$ cat config.mk
export PLATFORM = sky130hd
export DESIGN_NAME = jts16_obj_ram_ctrl
export DESIGN_NICKNAME = d
export VERILOG_FILES = /design/src/rtl/jts16_obj_ram_ctrl_pkg.sv /design/src/rtl/jts16_obj_copy.sv /design/src/rtl/jts16_obj_ram_ctrl.sv
export SDC_FILE = /design/constraint.sdc
export NUM_CORES = 1
export LEC_CHECK = 0
export ABC_CLOCK_PERIOD_IN_PS = 2000
export CAP_MARGIN = 5
export CORE_ASPECT_RATIO = 1.4
export CORE_UTILIZATION = 33
export CTS_BUF_LIST = sky130_fd_sc_hd__clkbuf_2
export DETAILED_ROUTE_END_ITERATION = 8
export GPL_TIMING_DRIVEN = 0
export PLACE_DENSITY = 0.8
export SETUP_SLACK_MARGIN = 0.2
export SYNTH_ARGS = -nofsm -noshare
export SYNTH_HDL_FRONTEND = slang
export SYNTH_HIERARCHICAL = 1
export SYNTH_SLANG_ARGS = --single-unit
$ cat constraint.sdc
create_clock -name clk -period 2 [get_ports clk]
set_clock_uncertainty 0.15 [all_clocks]
set_input_delay 0.4 -clock clk [delete_from_list [all_inputs] [get_ports clk]]
set_output_delay 0.4 -clock clk [all_outputs]
set_load 0.02 [all_outputs]
$ cat src/rtl/jts16_obj_ram_ctrl_pkg.sv
// Shared constants, FSM encodings and the display-port request bundle for the
// object RAM controller and its copy engine.
package jts16_obj_ram_ctrl_pkg;

  localparam int AW    = 10;
  localparam int WORDS = 1 << AW;
  localparam logic [AW-1:0] LAST_WORD = AW'(WORDS - 1);

  typedef enum logic [1:0] {
    C_IDLE = 2'd0,
    C_ACC  = 2'd1,
    C_DATA = 2'd2,
    C_DONE = 2'd3
  } cpu_st_e;

  typedef enum logic [1:0] {
    P_IDLE = 2'd0,
    P_RD   = 2'd1,
    P_WR   = 2'd2
  } copy_st_e;

  typedef struct packed {
    logic [AW-1:0] addr;
    logic [15:0]   din;
    logic          we;
  } disp_req_t;

endpackage

$ cat src/rtl/jts16_obj_copy.sv
// Live-to-display copy engine: on a qualified vblank rising edge, copies all
// words of the live object RAM into the display RAM, one word per two cycles.
module jts16_obj_copy
  import jts16_obj_ram_ctrl_pkg::*;
(
  input  logic          clk,
  input  logic          rst_n,
  input  logic          vblank,
  input  logic          swap_en,
  input  logic          cpu_acc,
  input  logic          scan_act,
  input  logic [15:0]   live_dout,
  output logic [AW-1:0] live_addr,
  output disp_req_t     disp_req,
  output logic          copy_busy,
  output logic          frame_done
);

  copy_st_e      st_q, st_d;
  logic [AW-1:0] cnt_q, cnt_d;
  logic          vblank_q, vblank_d;
  logic          frame_done_q, frame_done_d;
  logic          vb_rise;

  assign vb_rise = vblank & ~vblank_q;

  always_comb begin
    st_d          = st_q;
    cnt_d         = cnt_q;
    vblank_d      = vblank;
    frame_done_d  = 1'b0;
    disp_req.addr = cnt_q;
    disp_req.din  = live_dout;
    disp_req.we   = 1'b0;
    case (st_q)
      P_IDLE: if (vb_rise && swap_en) begin
        st_d  = P_RD;
        cnt_d = '0;
      end
      // The read address is on the live port whenever we are in P_RD; it only
      // counts as issued when the CPU is not taking the port this cycle.
      P_RD: if (!cpu_acc && !scan_act) st_d = P_WR;
      P_WR: begin
        if (scan_act) begin
          st_d = P_RD;
        end else begin
          disp_req.we = rst_n;
          if (cnt_q == LAST_WORD) begin
            st_d         = P_IDLE;
            frame_done_d = 1'b1;
          end else begin
            cnt_d = cnt_q + 1'b1;
            st_d  = P_RD;
          end
        end
      end
      default: st_d = P_IDLE;
    endcase
  end

  // vblank_q resets high so a vblank already asserted at release is not an edge.
  always_ff @(posedge clk) begin
    if (!rst_n) begin
      st_q         <= P_IDLE;
      cnt_q        <= '0;
      vblank_q     <= 1'b1;
      frame_done_q <= 1'b0;
    end else begin
      st_q         <= st_d;
      cnt_q        <= cnt_d;
      vblank_q     <= vblank_d;
      frame_done_q <= frame_done_d;
    end
  end

  assign live_addr  = cnt_q;
  assign copy_busy  = (st_q != P_IDLE);
  assign frame_done = frame_done_q;

endmodule

$ cat src/rtl/jts16_obj_ram_ctrl.sv
// Object RAM controller: CPU access FSM on the live RAM, display RAM port
// arbitration between the scanner and the live-to-display copy engine.
module jts16_obj_ram_ctrl
  import jts16_obj_ram_ctrl_pkg::*;
(
  input  logic          clk,
  input  logic          rst_n,
  input  logic          vblank,
  input  logic          swap_en,
  input  logic          cpu_cs,
  input  logic          cpu_rnw,
  input  logic [AW-1:0] cpu_addr,
  input  logic [15:0]   cpu_din,
  input  logic [1:0]    cpu_dsn,
  output logic [15:0]   cpu_dout,
  output logic          cpu_ok,
  output logic [AW-1:0] live_addr,
  output logic [15:0]   live_din,
  output logic [1:0]    live_we,
  input  logic [15:0]   live_dout,
  input  logic [AW-1:0] scan_addr,
  input  logic [15:0]   scan_din,
  input  logic          scan_we,
  input  logic          scan_act,
  output logic [15:0]   scan_dout,
  output logic [AW-1:0] disp_addr,
  output logic [15:0]   disp_din,
  output logic          disp_we,
  input  logic [15:0]   disp_dout,
  output logic          copy_busy,
  output logic          frame_done
);

  cpu_st_e       cst_q, cst_d;
  logic [15:0]   cpu_dout_q, cpu_dout_d;
  logic          cpu_acc;
  logic [AW-1:0] copy_addr;
  disp_req_t     copy_req;
  logic          copy_own;

  assign cpu_acc  = (cst_q == C_ACC);
  assign cpu_ok   = (cst_q == C_DONE);
  assign cpu_dout = cpu_dout_q;

  always_comb begin
    cst_d      = cst_q;
    cpu_dout_d = cpu_dout_q;
    case (cst_q)
      C_IDLE: if (cpu_cs && !cpu_ok) cst_d = C_ACC;
      C_ACC:  cst_d = C_DATA;
      C_DATA: begin
        if (cpu_rnw) cpu_dout_d = live_dout;
        cst_d = C_DONE;
      end
      C_DONE: if (!cpu_cs) cst_d = C_IDLE;
      default: cst_d = C_IDLE;
    endcase
  end

  always_ff @(posedge clk) begin
    if (!rst_n) begin
      cst_q      <= C_IDLE;
      cpu_dout_q <= '0;
    end else begin
      cst_q      <= cst_d;
      cpu_dout_q <= cpu_dout_d;
    end
  end

  // Live port: CPU always wins; otherwise the copy engine's read address.
  always_comb begin
    live_addr = copy_addr;
    live_din  = cpu_din;
    live_we   = 2'b00;
    if (cpu_acc) begin
      live_addr = cpu_addr;
      if (!cpu_rnw && rst_n) live_we = ~cpu_dsn;
    end
  end

  jts16_obj_copy u_copy (
    .clk        (clk),
    .rst_n      (rst_n),
    .vblank     (vblank),
    .swap_en    (swap_en),
    .cpu_acc    (cpu_acc),
    .scan_act   (scan_act),
    .live_dout  (live_dout),
    .live_addr  (copy_addr),
    .disp_req   (copy_req),
    .copy_busy  (copy_busy),
    .frame_done (frame_done)
  );

  // Scanner keeps the display port whenever it is active.
  assign copy_own  = copy_busy & ~scan_act;
  assign disp_addr = copy_own ? copy_req.addr : scan_addr;
  assign disp_din  = copy_own ? copy_req.din  : scan_din;
  assign disp_we   = copy_own ? copy_req.we   : scan_we;
  assign scan_dout = disp_dout;

endmodule

* Word level (Yosys, flattened, before mapping)
Index checks and enable logic that the tools add are counted.
** Storage, ports and cells
- Register bits :: 32
- Word-level logic and storage cells :: 64
** Operators by class
- Add/subtract/negate cells :: 1
- Equal/unequal tests :: 12
- Multiplexer cells :: 21
- Bitwise logic cells :: 7
- Reductions and logical operators :: 17
** Operator list (number)
- $mux 10 :: 5
- $pmux 10 s2 :: 1
- $mux 16 :: 1
- $mux 2 :: 7
- $add 10x1->10 const B :: 1
- $eq 10x10->1 const B :: 1
- $ne 2x2->1 const B :: 4
- $pmux 2 s4 :: 1
- $eq 2x2->1 const B :: 3
- $pmux 2 s3 :: 1
- $reduce_and 2->1 :: 3
- $mux 1 :: 5
- $eq 2x1->1 const B :: 2
- $logic_and 1x1->1 :: 4
- $logic_not 1->1 :: 4
- $logic_not 2->1 :: 2
- $ne 2x1->1 const B :: 2
- $not 1->1 :: 4
- $reduce_and 4->1 :: 1
- $reduce_bool 2->1 :: 2
- $reduce_or 3->1 :: 1
- $and 1x1->1 :: 2
- $not 2->2 :: 1

* Depth between registers and ports, before layout
- Depth after elaboration :: 5
- Gate-level depth with buffers :: 6
- Gate-level depth less buffers :: 5

* Cells and area by module
Netlist, hierarchy kept.
** By module, submodules not included
- jts16_obj_ram_ctrl :: times used 1, cells each 163, area an instance 1651.6 um^2, sequential area each 360.3 um^2
- jts16_obj_copy :: times used 1, cells each 116, area an instance 968.4 um^2, sequential area each 280.3 um^2

* Worst setup path after synthesis
Ideal clock, no wire load.
- Path type :: flip-flop to output port
- Start point :: register u_copy.st_q[0]
- End point :: output port disp_addr[4]
- Arrival :: 1523 ps
- Data required time :: 1450 ps
- Path slack :: -73 ps
- Cell stages (with the launch flop) :: 7
- Buffers on the path :: 3
- Cell sequence :: dfxtp_1 > clkbuf_1 > or2_2 > nand2b_4 > buf_6 > buf_12 > mux2_4
** Between the ends
- Cells in the longest elaborated chain, start to end :: 3
** RTL lines
- from (decl) :: RTL line jts16_obj_copy.sv:19 : copy_st_e st_q, st_d;
- from (signal assigned) :: RTL line jts16_obj_copy.sv:69 : st_q <= st_d;
- $reduce_bool 2->1 :: RTL line jts16_obj_copy.sv:77 : assign copy_busy = (st_q != P_IDLE);
- via copy_busy :: RTL line jts16_obj_ram_ctrl.sv:30 : output logic copy_busy,
- $and 1x1->1 :: RTL line jts16_obj_ram_ctrl.sv:96 : assign copy_own = copy_busy & ~scan_act;
- $mux 10 :: RTL line jts16_obj_ram_ctrl.sv:97 : assign disp_addr = copy_own ? copy_req.addr : scan_addr;
- to (decl) :: RTL line jts16_obj_ram_ctrl.sv:26 : output logic [AW-1:0] disp_addr,
The timed path passes the listed nets, and every way through them passes these cells.

* Final worst setup path
- Start point :: register u_copy.st_q[1]
- End point :: output port disp_addr[6]
** Between the ends
- Cells in the longest elaborated chain, start to end :: 3
** RTL lines (RTL line)
- $reduce_bool 2->1 :: jts16_obj_copy.sv:77
- $and 1x1->1 :: jts16_obj_ram_ctrl.sv:96
- $mux 10 :: jts16_obj_ram_ctrl.sv:97
Every way passes these cells.

==> metrics.cfg <==
[die]
die_h_um=107.4
core_sq_um=7702
rows=38
dieArea_sq_um=8305
ios=184
initial_utilization=0.3402
fp.dieW_um=77.31

[clock_tree]
cts_buffer_depth=2
clk_pin_slew_worst_paths_ns=0.16
htreeDepth=2
clk_latency_ns=0.36
clkSinkCount=32
cts_buffers=5
hold_buffers=0
root_buffer=clkbuf_2
cts_tree=built

[timing]
min_period_ns=2.462
finalSetupViolCount=39
drv_slew=0
clock.fmax_mhz=406.2
worst_pin_slew_ns=0.6458
post-route-period-util=1.231
setup_slack_ns=-0.4619
rsz0062_at_grt=yes
hold_violations=0
relSlewSlack=0.5695

[critical_path]
r2r_setup_slack_ns=0.12
path_class=reg -> out
cp-end-kind=output port
crit_start=u_copy/st_q[1]
crit_path_max_fanout=6
critPathCapture=disp_addr[6]
cp.arrival_ns=1.91
cp-start-kind=flip-flop
r2r-end=u_copy/live_addr[9]
r2r_start=u_copy/st_q[0]
r2r_cells=6
required_ns=1.45

[synth]
ys_top_cells_by_area=dfxtp_1 (24%), buf_4 (17%), mux2_4 (11%), mux2_2 (7.3%), o21a_1 (5.4%)
syn_area_per_cell_sq_um=9.391
synthCells=279
yosysWarnings=6
synth_area_sq_um=2620
yosysTopAreaCell=dfxtp_1
synth_top_area_share=0.2445
synth_top_flop_cell=dfxtp_1
synthesis.nets=378
synth.distinct_cells=50
synth_edf_count=0
seq_area_frac_synth=0.2445
synth-seq-cells=32
ys_async_sr_fraction=0

[global_routing]
grt_max_degree=11
antenna_found_initial=0
grt-ovfl-total=0
grt_pass1_wl_um=13770
grt_pass1_vias=2808
grt_usage=0.2102

[drt]
viasPerCell=5.068
dr.first_iter.drc_count=112
ant_nets=0
drt-wirelength-per-cell_um=16.45
drtPass1Iterations=4
wirelength_um=9477
vias=2919
drcViolationCount=0

[placement]
postPlaceCellArea_sq_um=4273
io_buffer_count=150
gp_congestion=0.8303
dpl.hpwl_um=6447

[power_and_ir_drop]
power.internal_mw=1.776
p_per_area_nw_per_um2=545.7
seqPwrFrac=0.266
p_clk_frac=0.104
switching_share=0.3591
ir_worst_vdd_uv=258.7
power.switching_mw=0.9953
power.leakage_nw=2.365
pwr-share-comb=0.631

[cells_and_area]
final_core_util=0.6594
fin_area_sq_um=5079
final_common_cell=clkdlybuf4s50_1
n_antenna_cell=0
mostFrequentLayoutCells=clkdlybuf4s50_1 (89), buf_4 (85), buf_6 (47)
syn2layout_area_growth_pct=93.84
drive_above_1_share=0.4937
nets=575

[run_status]
failed_checks=setup timing
outcome=finished, violations left

[worst_hold_path]
hold_class=in -> reg

[job]
max_cap_violations=0

[flip-flops by register name, indices dropped and copies added, names as in the netlist]
signal             count
cpu_dout              16
cst_q                  2
u_copy/frame_done      1
u_copy/live_addr      10
u_copy/st_q            2
u_copy/vblank_q        1
[metal layers]
layer	routed length, um	GRT usage	part of all wire	vias to the layer above
met1	3175	0.1974	0.34	1354
li1	-	-	-	1339
met5	0	0	0	-
met4	266	0.07278	0.028	0
met3	858	0.04746	0.091	26
met2	5177	0.4317	0.55	200
[synth_stat cells, types with 2 or more instances]
cell type and number:
and3_1 17, a21oi_1 4, buf_4 59, mux2i_1 2, o31ai_1 2, or3_1 2
nand2_1 10, o21a_1 19, o221a_2 2, mux2_4 20, buf_12 2, or4_1 3
clkbuf_1 9, dfxtp_1 32, o21ai_0 7, nor2b_1 2, o31a_1 3, or2_2 3
mux2_2 17, nor2_1 6, a21boi_0 16, nand3_1 6, nand4_1 2, inv_1 4
ha_1 5
[timing repair]
| item | in CTS | in global routing |
|---|---|---|
| pin swaps | 11 | 21 |
| gates cloned | 3 | 1 |
| endpoints found under the setup margin | 69 | 52 |
| buffers inserted | 25 | 11 |
| gates resized for setup | 304 | 53 |
[final cells by class]
class | instances | area [sq um]
Sequential cell | 32 | 675.6
Tap cell | 100 | 125.1
Inverter | 4 | 15.01
Buffer | 73 | 578.1
Clock buffer | 5 | 25.02
Clock inverter | 2 | 7.507
Fill cell | 632 | 2624
Multi-Input combinational cell | 170 | 1683
Timing Repair Buffer | 190 | 1969
[how the worst min path moves through the flow]
| stage | slack [ns] | from | depth (start not counted) | endpoint |
|---|---|---|---|---|
| floorplan | 0.32 | cst_q[1] | 2 | cst_q[1] |
| global placement | 0.33 | cst_q[1] | 2 | cst_q[1] |
| detailed placement | 0.35 | cst_q[1] | 2 | cst_q[1] |
| CTS | 0.21 | vblank | 2 | u_copy/vblank_q |
| global route | 0.20 | vblank | 2 | u_copy/vblank_q |
| finish | 0.22 | vblank | 2 | u_copy/vblank_q |
[logic make-up (layout without fill, tap and decap cells)]
group / after synthesis / count (layout) / synth area share
compound gates: 64 / 64 / 0.1815
buf+inv: 77 / 274 / 0.2106
flops: 32 / 32 / 0.2445
fa+ha+maj: 5 / 5 / 0.02388
mux: 39 / 39 / 0.1953
simple gates: 62 / 62 / 0.1442
[per-stage QoR]
stage / setup TNS, ns / power (mW) / std cells / worst slack, ns / hold WS (ns)
6_report: -14.29 / 2.771 / 576 / -0.4619 / 0.2205
4_1_cts: -14.96 / 2.736 / 564 / -0.4803 / 0.2101
2_1_floorplan: 0 / 1.488 / 279 / 0.05688 / 0.3177
3_3_place_gp: -31.06 / 2.025 / 529 / -0.9608 / 0.3337
5_1_grt: -17.60 / 2.920 / 576 / -0.5382 / 0.1996
3_5_place_dp: -32.18 / 2.053 / 529 / -0.9729 / 0.3479
[power groups by stage]
| stage | clock network, mW | logic [mW] | registers, mW |
|---|---|---|---|
| 2_1_floorplan | 0 | 0.716 | 0.772 |
| 3_3_place_gp | 0 | 1.28 | 0.740 |
| 3_5_place_dp | 0 | 1.31 | 0.743 |
| 4_1_cts | 0.299 | 1.71 | 0.729 |
| 5_1_grt | 0.328 | 1.85 | 0.745 |
| 6_report | 0.287 | 1.75 | 0.737 |
[critical path: stages, from the launching register on]
cell and delay (ns):
dfxtp_2 0.36, buf_6 0.11, or2_4 0.26, nand2b_4 0.09
buf_12 0.14, buf_12 0.14, mux2_4 0.32, buf_6 0.14
Note: power is estimated with default switching activity, not from simulation.
